### config.mk
export PLATFORM = sky130hd
export DESIGN_NAME = delay_prog
export DESIGN_NICKNAME = d
export VERILOG_FILES = /design/src/rtl/delay_prog.sv
export SDC_FILE = /design/constraint.sdc
export NUM_CORES = 1
export LEC_CHECK = 0
export ABC_CLOCK_PERIOD_IN_PS = 9200
export CAP_MARGIN = 0
export CORE_MARGIN = 3
export CORE_UTILIZATION = 50
export DETAILED_ROUTE_END_ITERATION = 8
export PLACE_DENSITY_LB_ADDON = 0.05
export SYNTH_ARGS = -nofsm -noshare
export SYNTH_HDL_FRONTEND = slang
export SYNTH_SLANG_ARGS = --single-unit
### constraint.sdc
create_clock -name clk -period 9.2 [get_ports clk]
set_input_delay 1.84 -clock clk [delete_from_list [all_inputs] [get_ports clk]]
set_output_delay 1.84 -clock clk [all_outputs]
set_load 0.01 [all_outputs]
### src/rtl/delay_prog.sv
// Programmable-depth delay line: circular buffer of DMAX words with a
// combinational read tap selected by dly, a clock enable and a fill-based valid.
module delay_prog #(
    parameter int unsigned     W    = 1,
    parameter int unsigned     DMAX = 32,
    parameter logic [W-1:0]    RVAL = '0,
    localparam int unsigned    DW   = $clog2(DMAX + 1)
) (
    input  logic          clk,
    input  logic          rst,
    input  logic [W-1:0]  i,
    input  logic          ce,
    input  logic [DW-1:0] dly,
    output logic [W-1:0]  o,
    output logic          o_vld,
    output logic          dly_err
);

    localparam int unsigned AW = (DMAX > 1) ? $clog2(DMAX) : 1;

    logic [W-1:0]  mem [DMAX];
    logic [AW-1:0] wp;
    logic [DW-1:0] fill;
    logic [DW-1:0] dly_eff;
    logic [DW:0]   rd_sum;
    logic [AW-1:0] rd_idx;

    // Tap index (wp - dly_eff) mod DMAX, computed as wp + DMAX - dly_eff with one
    // conditional subtraction so no negative intermediate is ever formed.
    always_comb begin
        dly_err = (dly > DW'(DMAX));
        dly_eff = dly_err ? DW'(DMAX) : dly;
        rd_sum  = (DW + 1)'(wp) + (DW + 1)'(DMAX) - (DW + 1)'(dly_eff);
        if (rd_sum >= (DW + 1)'(DMAX))
            rd_sum = rd_sum - (DW + 1)'(DMAX);
        rd_idx  = AW'(rd_sum);
        if (dly_eff == '0) begin
            o     = i;
            o_vld = 1'b1;
        end else begin
            o     = mem[rd_idx];
            o_vld = (fill >= dly_eff);
        end
    end

    always_ff @(posedge clk) begin
        if (!rst) begin
            for (int unsigned k = 0; k < DMAX; k++)
                mem[k] <= RVAL;
            wp   <= '0;
            fill <= '0;
        end else if (ce) begin
            mem[wp] <= i;
            wp      <= (wp == AW'(DMAX - 1)) ? '0 : wp + 1'b1;
            if (fill != DW'(DMAX))
                fill <= fill + 1'b1;
        end
    end

endmodule

# Yosys cells after proc, flatten, opt, wreduce, memory -nomap -nowiden
# Memory sizes are Yosys's and may differ from the RTL's.
# Cells that the tools add are included.
[totals]
register_bits = 11
mem_bits_rw = 32
in_bits = 10
mem_count = 1
[memory_table]
columns = ["name", "words", "width", "read_ports", "rd_clocked_by_memory_dff", "write_ports", "line", "rtl"]
rows = [
  ["mem", 32, 1, 1, 0, 32, "21", "logic [W-1:0] mem [DMAX];"],
]
[classes]
add_sub_neg = 5
magnitude_cmp = 3
n_eq_ne = 2
mux = 12
n_reduce_logical = 3
[op_table]
columns = ["cell", "n"]
rows = [
  ["$mux 5", 3],
  ["$mux 1", 8],
  ["$add 5x6->7 const B", 1],
  ["$ge 7x6->1 const B", 1],
  ["$sub 7x6->7", 1],
  ["$add 6x1->6 const B", 1],
  ["$ge 6x6->1", 1],
  ["$gt 6x6->1 const B", 1],
  ["$logic_not 6->1", 1],
  ["$mux 6", 1],
  ["$ne 6x6->1 const B", 1],
  ["$add 5x1->5 const B", 1],
  ["$eq 5x5->1 const B", 1],
  ["$sub 5x1->5 const B", 1],
  ["$reduce_and 2->1", 1],
  ["$reduce_or 1->1", 1],
]

# Longest topological paths before layout
# Gate-level depths: netlist of the first run.
# An unclocked memory read counts as a cell.
[depth]
depth_word = 7
depth_mapped = 10
ltp_nobuf = 10

# Least setup slack after synthesis of the first run
# No wires, ideal clock.
[synth_timing]
path_kind = "input-to-output"
from = "input dly[5]"
to = "output o"
t_arrival_ns = 3.787
t_required_ns = 7.360
slack_ns = 3.573
stages = 9
n_path_buf = 1
cell_sequence = "inv_1 -> nand2_1 -> inv_1 -> fa_1 -> buf_1 -> mux4_2 -> mux2_2 -> o22ai_1 -> o41ai_1"
[synth_via]
elab_chain_len = 7
word_cells_on_any_way = 9
[synth_lines]
columns = ["item", "line", "rtl"]
rows = [
  ["start, declared", "13", "input logic [DW-1:0] dly,"],
  ["$gt 6x6->1", "31", "dly_err = (dly > DW'(DMAX));"],
  ["$mux 6 (*)", "32", "dly_eff = dly_err ? DW'(DMAX) : dly;"],
  ["$sub 7x6->7", "33", "rd_sum = (DW + 1)'(wp) + (DW + 1)'(DMAX) - (DW + 1)'(dly_eff);"],
  ["$ge 7x6->1 / $sub 5x1->5 (equally long branches)", "34, 35", ""],
  ["$mux 5", "34", "if (rd_sum >= (DW + 1)'(DMAX))"],
  ["$mem_v2 32x1", "-", ""],
  ["$mux 1 (*)", "37", "if (dly_eff == '0) begin"],
  ["end, declared", "14", "output logic [W-1:0] o,"],
]
# Every way passes the cells marked *; elsewhere a longest branch is shown, timed or not.

# Worst setup path in the final report of the first run
# Ends and elaborated chain as after synthesis.

==> results of run 1 <==
kinds of logic after synthesis:
family | after synthesis | share of synthesized area
buffers and inverters | 27 | 0.03909
multiplexers | 14 | 0.09604
AO/OA/AOI/OAI | 37 | 0.09991
flip-flops | 43 | 0.3320
adder cells (fa/ha/maj) | 16 | 0.08012
AND/OR/NAND/NOR | 163 | 0.3089
XOR/XNOR | 10 | 0.04392
final cells by class:
class / instances / area (µm²)
timing repair buffer: 14 / 135.1
fill: 454 / 2036
clock buffer: 7 / 96.34
sequential: 43 / 860.8
clock inverter: 1 / 7.507
tap: 67 / 83.83
inverter: 8 / 30.03
multi-input combinational: 240 / 1630
synth_stat cells (all sizes together), types with 3 or more instances:
library cell	number
and2	8
and3	7
mux2	4
inv	8
dfxtp	43
xnor2	8
ha	15
o21ai	8
nand3	55
o211ai	17
nor3	3
clkbuf	18
mux4	8
nor2	5
nor3b	4
nand2	62
nor2b	6
a21o	4
layer usage:
layer  wire [µm]  vias to the layer above
met4          42                        0
met3         275                        5
met1        2713                     1018
li1            -                     1095
met5           0                        -
met2        2825                       47
worst max-delay path, cell delays in order:
cell	delay, ns
clkdlybuf4s50_1	0.56
inv_1	0.12
nand2_1	0.14
inv_1	0.07
fa_1	0.75
mux4_2	0.28
mux2_2	0.14
o22ai_1	0.08
o41ai_1	0.44
clkdlybuf4s50_1	0.63
flip-flops by register name, indices dropped and copies added, names as in the netlist:
register,cells
fill,6
mem,32
wp,5
per-stage QoR:
stage	utilization	setup slack, ns	hold slack [ns]	power [W]	cells
after global routing	0.5828	2.186	0.4877	0.0004062	380
after global placement	0.5615	2.364	0.4601	0.0002572	372
after floorplan	-	3.573	0.4309	0.0002392	310
after detailed placement	0.5615	2.302	0.4645	0.0002581	372
final	0.5828	2.313	0.4717	0.0003908	380
after CTS	0.5828	2.312	0.4770	0.0003928	380
report_power, final:
group | internal, W | leakage, nW | switching, W
Combinational | 0.0000282 | 0.818 | 0.0000333
Sequential | 0.000188 | 0.347 | 0.00000366
Clock | 0.0000684 | 0.0505 | 0.0000689
worst max-delay path by stage:
| stage | start | endpoint | slack (ns) | depth (start not counted) |
|---|---|---|---|---|
| after floorplan | dly[5] | o | 3.57 | 9 |
| final | dly[5] | o | 2.31 | 10 |
| after detailed placement | dly[5] | o | 2.30 | 10 |
| after CTS | dly[5] | o | 2.31 | 10 |
| after global routing | dly[5] | o | 2.19 | 10 |
| after global placement | dly[5] | o | 2.36 | 10 |
==> results.json, run 1 <==
{
  "status": "finished, final reports clean",
  "worstHoldPathCells": 2,
  "r2r_slack_ns": 7.14,
  "cts_hold_buf": 0,
  "track_usage": 0.2106,
  "async_reset_ff_frac": 0,
  "synth_fp_nets": 336,
  "r2r-start": "fill[0]",
  "synthCells": 310,
  "gp_congestion": 0.7824,
  "ant_nets": 0,
  "setup_violations": 0,
  "drt-initial-drc-count": 133,
  "met3_usage": 0.04640,
  "cts-root-buf": "clkbuf_8",
  "p_per_area_mw_per_mm2": 137.4,
  "grt_use_met2": 0.3399,
  "drt-total-wl_um": 5857,
  "ys_warn_count": 0,
  "synth_area_leaders": "dfxtp_1 (33%), nand3_1 (11%), nand2_1 (9.0%)",
  "grt_overflow": 0,
  "synthToLayoutAreaGrowth_pct": 9.701,
  "grt_use_met1": 0.2903,
  "yosysTopAreaCell": "dfxtp_1",
  "postPlaceCellArea_mm2": 0.002740,
  "vias": 2165,
  "drive_gt1_frac": 0.08626,
  "synth_area_mm2": 0.002592,
  "place_hpwl_um": 4192,
  "drv_cap": 0,
  "syn_area_per_cell_um2": 8.363,
  "drc_errors": 0,
  "cts.repair.resized": 0,
  "cts_tree": "done",
  "worstPathArrival_ns": 5.05,
  "grt_pass1_wl_um": 10150,
  "p_leak_nw": 1.216,
  "grt_max_degree": 41,
  "ir_drop_mv": 0.07970,
  "ys_ff_latch": 43,
  "core_mm2": 0.004880,
  "netlist-cell-type-count": 43,
  "die-area_mm2": 0.006085,
  "clk_latency_ns": 0.30,
  "hp-class": "register to register",
  "h-tree-depth": 2,
  "tns_ns": 0,
  "ios": 13,
  "cp_data_required_time_ns": 7.36,
  "yosysTopAreaCellShare": 0.3320,
  "timing.rr.end": "fill[5]",
  "tightest_slew_ns": 0.8385,
  "finalClockSkew_ns": 0.007465,
  "routed_via_density": 5.697,
  "dieHeight_um": 78.01,
  "final_common_cell": "nand2_1",
  "maxSlewHeadroom": 0.4398,
  "grt_pass1_vias": 2093,
  "rsz0062_at_grt": "no",
  "crit_fanout": 8,
  "avgRoutedWirePerCell_um": 15.41,
  "numCtsBuffers": 5,
  "rr_worst_depth": 7,
  "antenna_cells": 0,
  "clk_pin_slew_ns": 0.08,
  "start_kind": "input pin",
  "antenna_found_initial": 0,
  "period_share": 0.7486,
  "placementRows": 25,
  "hold_viol_final": 0,
  "ys.flop_type": "dfxtp_1",
  "clkSinkCount": 43,
  "cts.path.max_buffers": 2,
  "slew_viol_final": 0,
  "path_class": "input pin to primary output",
  "timing.fmax_ghz": 0.1452,
  "worstHoldStart": "mem[16]",
  "period_needed_ns": 6.887,
  "hold_end": "mem[16]",
  "die_x_um": 78.01,
  "portBuffers": 12,
  "cts_setup_buffers": 0,
  "busiest_layer": "met2",
  "synth-seq-area-share": 0.3320,
  "cp-end-kind": "primary output",
  "final_area_mm2": 0.002844,
  "final_cell_mix": "nand2_1 (62), nand3_1 (55), dfxtp_1 (43)",
  "fin_nets": 338,
  "initial_utilization": 0.5313,
  "dr.pass1.iters": 4,
  "synth-edff-count": 0
}
Note: power is estimated with default switching activity, not from simulation.
==> inputs of run 2 (changes only) <==
ABC_CLOCK_PERIOD_IN_PS = 6000   (was 9200)
clock period = 6 ns   (was 9.2 ns; I/O delays follow)
==> run 2 against run 1 <==
Sequential share of layout area increased by 0.20 points. Worst hold slack improved by 0.0011 ns. Die area unchanged. Non-clock buffer count unchanged. Critical path depth unchanged. Flip-flop and latch count unchanged. First-iteration DRC count increased by 27%. Clock skew about the same. Combinational power increased by 53%. Critical path type unchanged. Largest power group unchanged. Highest routed layer unchanged.
==> results.json, run 2 (same netlist as run 1, synthesis figures left out) <==
{
  "tightest_slew_ns": 0.8329,
  "multi_input_area_mm2": 0.001630,
  "fin_nets": 338,
  "timing.fmax_ghz": 0.1777,
  "grt_overflow": 0,
  "cts_hold_buf": 0,
  "final_common_cell": "nand2_1",
  "ir_drop_mv": 0.09999,
  "drc_errors": 0,
  "antenna_cells": 0,
  "finalClockSkew_ns": 0.007279,
  "cts-root-buf": "clkbuf_8",
  "seq_area_um2": 860.8,
  "final_area_mm2": 0.002825,
  "drive_gt1_frac": 0.08307,
  "tns_ns": 0,
  "period_share": 0.9377,
  "cts_setup_buffers": 0,
  "grt_pass1_wl_um": 10460,
  "regMostFlops": "mem",
  "dieHeight_um": 78.01,
  "antenna_found_initial": 0,
  "period_needed_ns": 5.626,
  "clk_pin_slew_ns": 0.08,
  "vias": 2197,
  "start_kind": "input pin",
  "die-area_mm2": 0.006085,
  "routed_via_density": 5.782,
  "slew_viol_final": 0,
  "clkSinkCount": 43,
  "grt_pass1_vias": 2117,
  "worstPathArrival_ns": 4.43,
  "rsz0062_at_grt": "no",
  "cts.path.max_buffers": 2,
  "ios": 13,
  "path_class": "input pin to primary output",
  "synthToLayoutAreaGrowth_pct": 8.977,
  "dr.pass1.iters": 4,
  "largest_reg_flops": 32,
  "place_hpwl_um": 4251,
  "fillCellCount": 465,
  "top_regs": "mem: 32 flops, fill: 6 flops, wp: 5 flops",
  "avgRoutedWirePerCell_um": 15.72,
  "hold_viol_final": 0,
  "initial_utilization": 0.5313,
  "drt-total-wl_um": 5972,
  "h-tree-depth": 2,
  "cp-end-kind": "primary output",
  "cts.repair.resized": 0,
  "portBuffers": 12,
  "die_x_um": 78.01,
  "core_mm2": 0.004880,
  "ant_nets": 0,
  "hp-class": "register to register",
  "drv_cap": 0,
  "track_usage": 0.2168,
  "grt_max_degree": 40,
  "gp_congestion": 0.8036,
  "postPlaceCellArea_mm2": 0.002740,
  "final_cell_mix": "nand2_1 (62), nand3_1 (55), dfxtp_1 (43)",
  "numCtsBuffers": 5,
  "p_leak_nw": 1.206,
  "p_per_area_mw_per_mm2": 202.0,
  "drt-initial-drc-count": 169,
  "status": "finished, final reports clean",
  "crit_fanout": 8,
  "placementRows": 25,
  "maxSlewHeadroom": 0.4435,
  "clk_latency_ns": 0.29,
  "cp_data_required_time_ns": 4.80,
  "cts_tree": "done",
  "setup_violations": 0
}
run 2: cell count changes in the layout (fill, tap and decap cells not counted), sizes merged:
cell,previous run,this run
clkinv,0,1
clkbuf,7,6
run 2: path summary, 6_finish.rpt:
check	slack, ns	start	cells past startpoint	endpoint
setup reg to reg	3.93	fill[0]	7	fill[5]
hold reg to reg	0.47	mem[16]	2	mem[16]
hold / removal	0.47	mem[16]	2	mem[16]
setup / recovery	0.37	dly[5]	10	o
run 2: final cells by class:
class | instances | share of cell area
Inverter | 8 | 0.01063
Multi-Input combinational cell | 240 | 0.5771
Timing Repair Buffer | 14 | 0.04783
Tap cell | 67 | 0.02967
Clock inverter | 2 | 0.004429
Sequential cell | 43 | 0.3047
Clock buffer | 6 | 0.02569
run 2: per-layer routing:
layer	routed length (µm)	GRT usage
met5	0	0
met2	2876	0.3622
met3	325	0.03944
met1	2708	0.2875
met4	61	0.05944
run 2: through the flow:
| stage | power [W] | setup WS [ns] | cells | hold WS [ns] | utilization |
|---|---|---|---|---|---|
| 6_report | 0.0005708 | 0.3738 | 380 | 0.4728 | 0.5790 |
| 5_1_grt | 0.0006005 | 0.2576 | 380 | 0.5007 | 0.5790 |
| 4_1_cts | 0.0005799 | 0.3556 | 380 | 0.4757 | 0.5790 |
| 3_5_place_dp | 0.0003959 | 0.3801 | 372 | 0.4614 | 0.5615 |
| 3_3_place_gp | 0.0003940 | 0.4572 | 372 | 0.4594 | 0.5615 |
| 2_1_floorplan | 0.0003667 | 1.653 | 310 | 0.4309 | - |
run 2: worst max-delay path, cell delays in order:
cell	delay [ns]
clkdlybuf4s50_1	0.57
inv_1	0.13
nand2_1	0.14
inv_1	0.07
fa_1	0.77
mux4_2	0.28
mux2_2	0.15
o22ai_1	0.07
o41ai_1	0.42
clkdlybuf4s50_1	0.62
run 2: power breakdown:
| part | switching (W) | internal, W |
|---|---|---|
| Sequential | 0.00000566 | 0.000289 |
| Combinational | 0.0000512 | 0.0000433 |
| Clock | 0.000100 | 0.0000815 |
==> inputs of run 3 (changes only) <==
CORE_MARGIN = 2   (was 3)
CTS_CLUSTER_DIAMETER = 30   (was not set)
SLEW_MARGIN = 20   (was not set)
==> run 3 against run 2 <==
Critical path depth unchanged. Setup slack improved by 0.049 ns. Die area decreased by 5.1%. First-iteration DRC count decreased by 19%. Via count increased by 0.32%. Design area increased by 2.1%. Worst hold slack got worse by 0.010 ns. Critical path type unchanged. Clock power increased by 48%. Sequential power about the same. Non-clock buffer count increased by 1.
==> results.json, run 3 (same netlist as run 1, synthesis figures left out) <==
{
  "status": "finished, final reports clean",
  "die_x_um": 76.01,
  "slew_viol_final": 0,
  "ios": 13,
  "cts_tree": "done",
  "r2r-start": "fill[0]",
  "drt-initial-drc-count": 137,
  "hold_ws_ns": 0.4624,
  "start_kind": "input pin",
  "antenna_found_initial": 0,
  "cp_cell_sequence": "clkdlybuf4s50_1 > inv_1 > nand2_1 > inv_1 > fa_1 > mux4_2 > mux2_2 > o22ai_1 > o41ai_1 > clkdlybuf4s50_1",
  "dp_cells": 376,
  "cp_data_required_time_ns": 4.80,
  "die-area_mm2": 0.005777,
  "top_regs": "mem: 32 flops, fill: 6 flops, wp: 5 flops",
  "cp-end-kind": "primary output",
  "clk_pin_slew_ns": 0.09,
  "h-tree-depth": 2,
  "core_mm2": 0.005042,
  "slowest_delay_ns": 0.74,
  "worstPathArrival_ns": 4.38,
  "final_cells": 384,
  "wl_met2_um": 2972,
  "crit_path_top_delay_cell": "fa_1",
  "worstHoldStart": "mem[16]",
  "cp-startpoint": "dly[5]",
  "period_share": 0.9296,
  "cts.repair.resized": 0,
  "hold_viol_final": 0,
  "ir_drop_mv": 0.1522,
  "cts_setup_buffers": 0,
  "r2r_slack_ns": 3.92,
  "antenna_cells": 0,
  "timing.fmax_ghz": 0.1793,
  "vias": 2204,
  "largest_reg_flops": 32,
  "finalClockSkew_ns": 0.009525,
  "p_per_area_mw_per_mm2": 228.2,
  "cts.path.max_buffers": 2,
  "rsz0062_at_grt": "no",
  "portBuffers": 12,
  "gp_congestion": 0.7912,
  "cts-root-buf": "clkbuf_8",
  "routed_via_density": 5.740,
  "grt_overflow": 0,
  "wl_met1_um": 2915,
  "maxSlewHeadroom": 0.4219,
  "setup_violations": 0,
  "path_class": "input pin to primary output",
  "hp-class": "register to register",
  "grt_max_degree": 52,
  "final_cell_mix": "nand2_1 (62), nand3_1 (55), dfxtp_1 (43)",
  "top_layer_used": "met4",
  "clkSinkCount": 43,
  "placementRows": 26,
  "fin_nets": 339,
  "synthToLayoutAreaGrowth_pct": 11.25,
  "cts_hold_buf": 0,
  "dr.pass1.iters": 5,
  "utilization": 0.5720,
  "total_power_w": 0.0006582,
  "final_common_cell": "nand2_1",
  "tightest_slew_ns": 0.8653,
  "p_leak_nw": 1.236,
  "dieHeight_um": 76.01,
  "wl_met3_um": 217,
  "crit_fanout": 8,
  "grt_pass1_vias": 2110,
  "place_hpwl_um": 4278,
  "regMostFlops": "mem",
  "drt-total-wl_um": 6170,
  "ant_nets": 0,
  "drv_cap": 0,
  "initial_utilization": 0.5141,
  "avgRoutedWirePerCell_um": 16.07,
  "period_needed_ns": 5.578,
  "tns_ns": 0,
  "clk_latency_ns": 0.30,
  "numCtsBuffers": 5,
  "track_usage": 0.2303,
  "drc_errors": 0,
  "drive_gt1_frac": 0.08599,
  "grt_pass1_wl_um": 10700
}
## run 3: path summary, 6_finish.rpt
check / to / cells after the start
setup / recovery: o / 10
hold / removal: mem[16] / 2
setup reg to reg: fill[5] / 7
hold reg to reg: mem[16] / 2
## run 3: through the flow
stage	cell area (µm²)	setup slack, ns
finish	2884	0.4223
global route	2884	0.2307
CTS	2884	0.4363
detailed placement	2751	0.4499
global placement	2751	0.5050
floorplan	2592	1.653
## run 3: layer usage
layer | GRT usage | vias to the layer above
li1 | - | 1104
met1 | 0.3103 | 1061
met2 | 0.3839 | 34
met3 | 0.04265 | 5
met4 | 0.06000 | 0
met5 | 0 | -
## run 3: layout make-up
type / count / area (µm²)
multi-input combinational: 240 / 1630
clock buffer: 6 / 72.57
sequential: 43 / 860.8
tap: 70 / 87.58
clock inverter: 2 / 60.06
fill: 469 / 2158
inverter: 8 / 30.03
timing repair buffer: 15 / 142.6
## run 3: report_power, final
| group | internal (W) | switching [W] | total [W] |
|---|---|---|---|
| logic | 0.0000433 | 0.0000514 | 0.0000947 |
| registers | 0.000289 | 0.00000563 | 0.000294 |
| clock network | 0.000166 | 0.000103 | 0.000269 |
| total | 0.000499 | 0.000160 | 0.000658 |
## run 3: critical path, delay by kind of cell
family | cells | cell delay [ns]
buffers and inverters | 4 | 1.38
adder cells (fa/ha/maj) | 1 | 0.74
AO/OA/AOI/OAI | 2 | 0.48
multiplexers | 2 | 0.42
AND/OR/NAND/NOR | 1 | 0.13
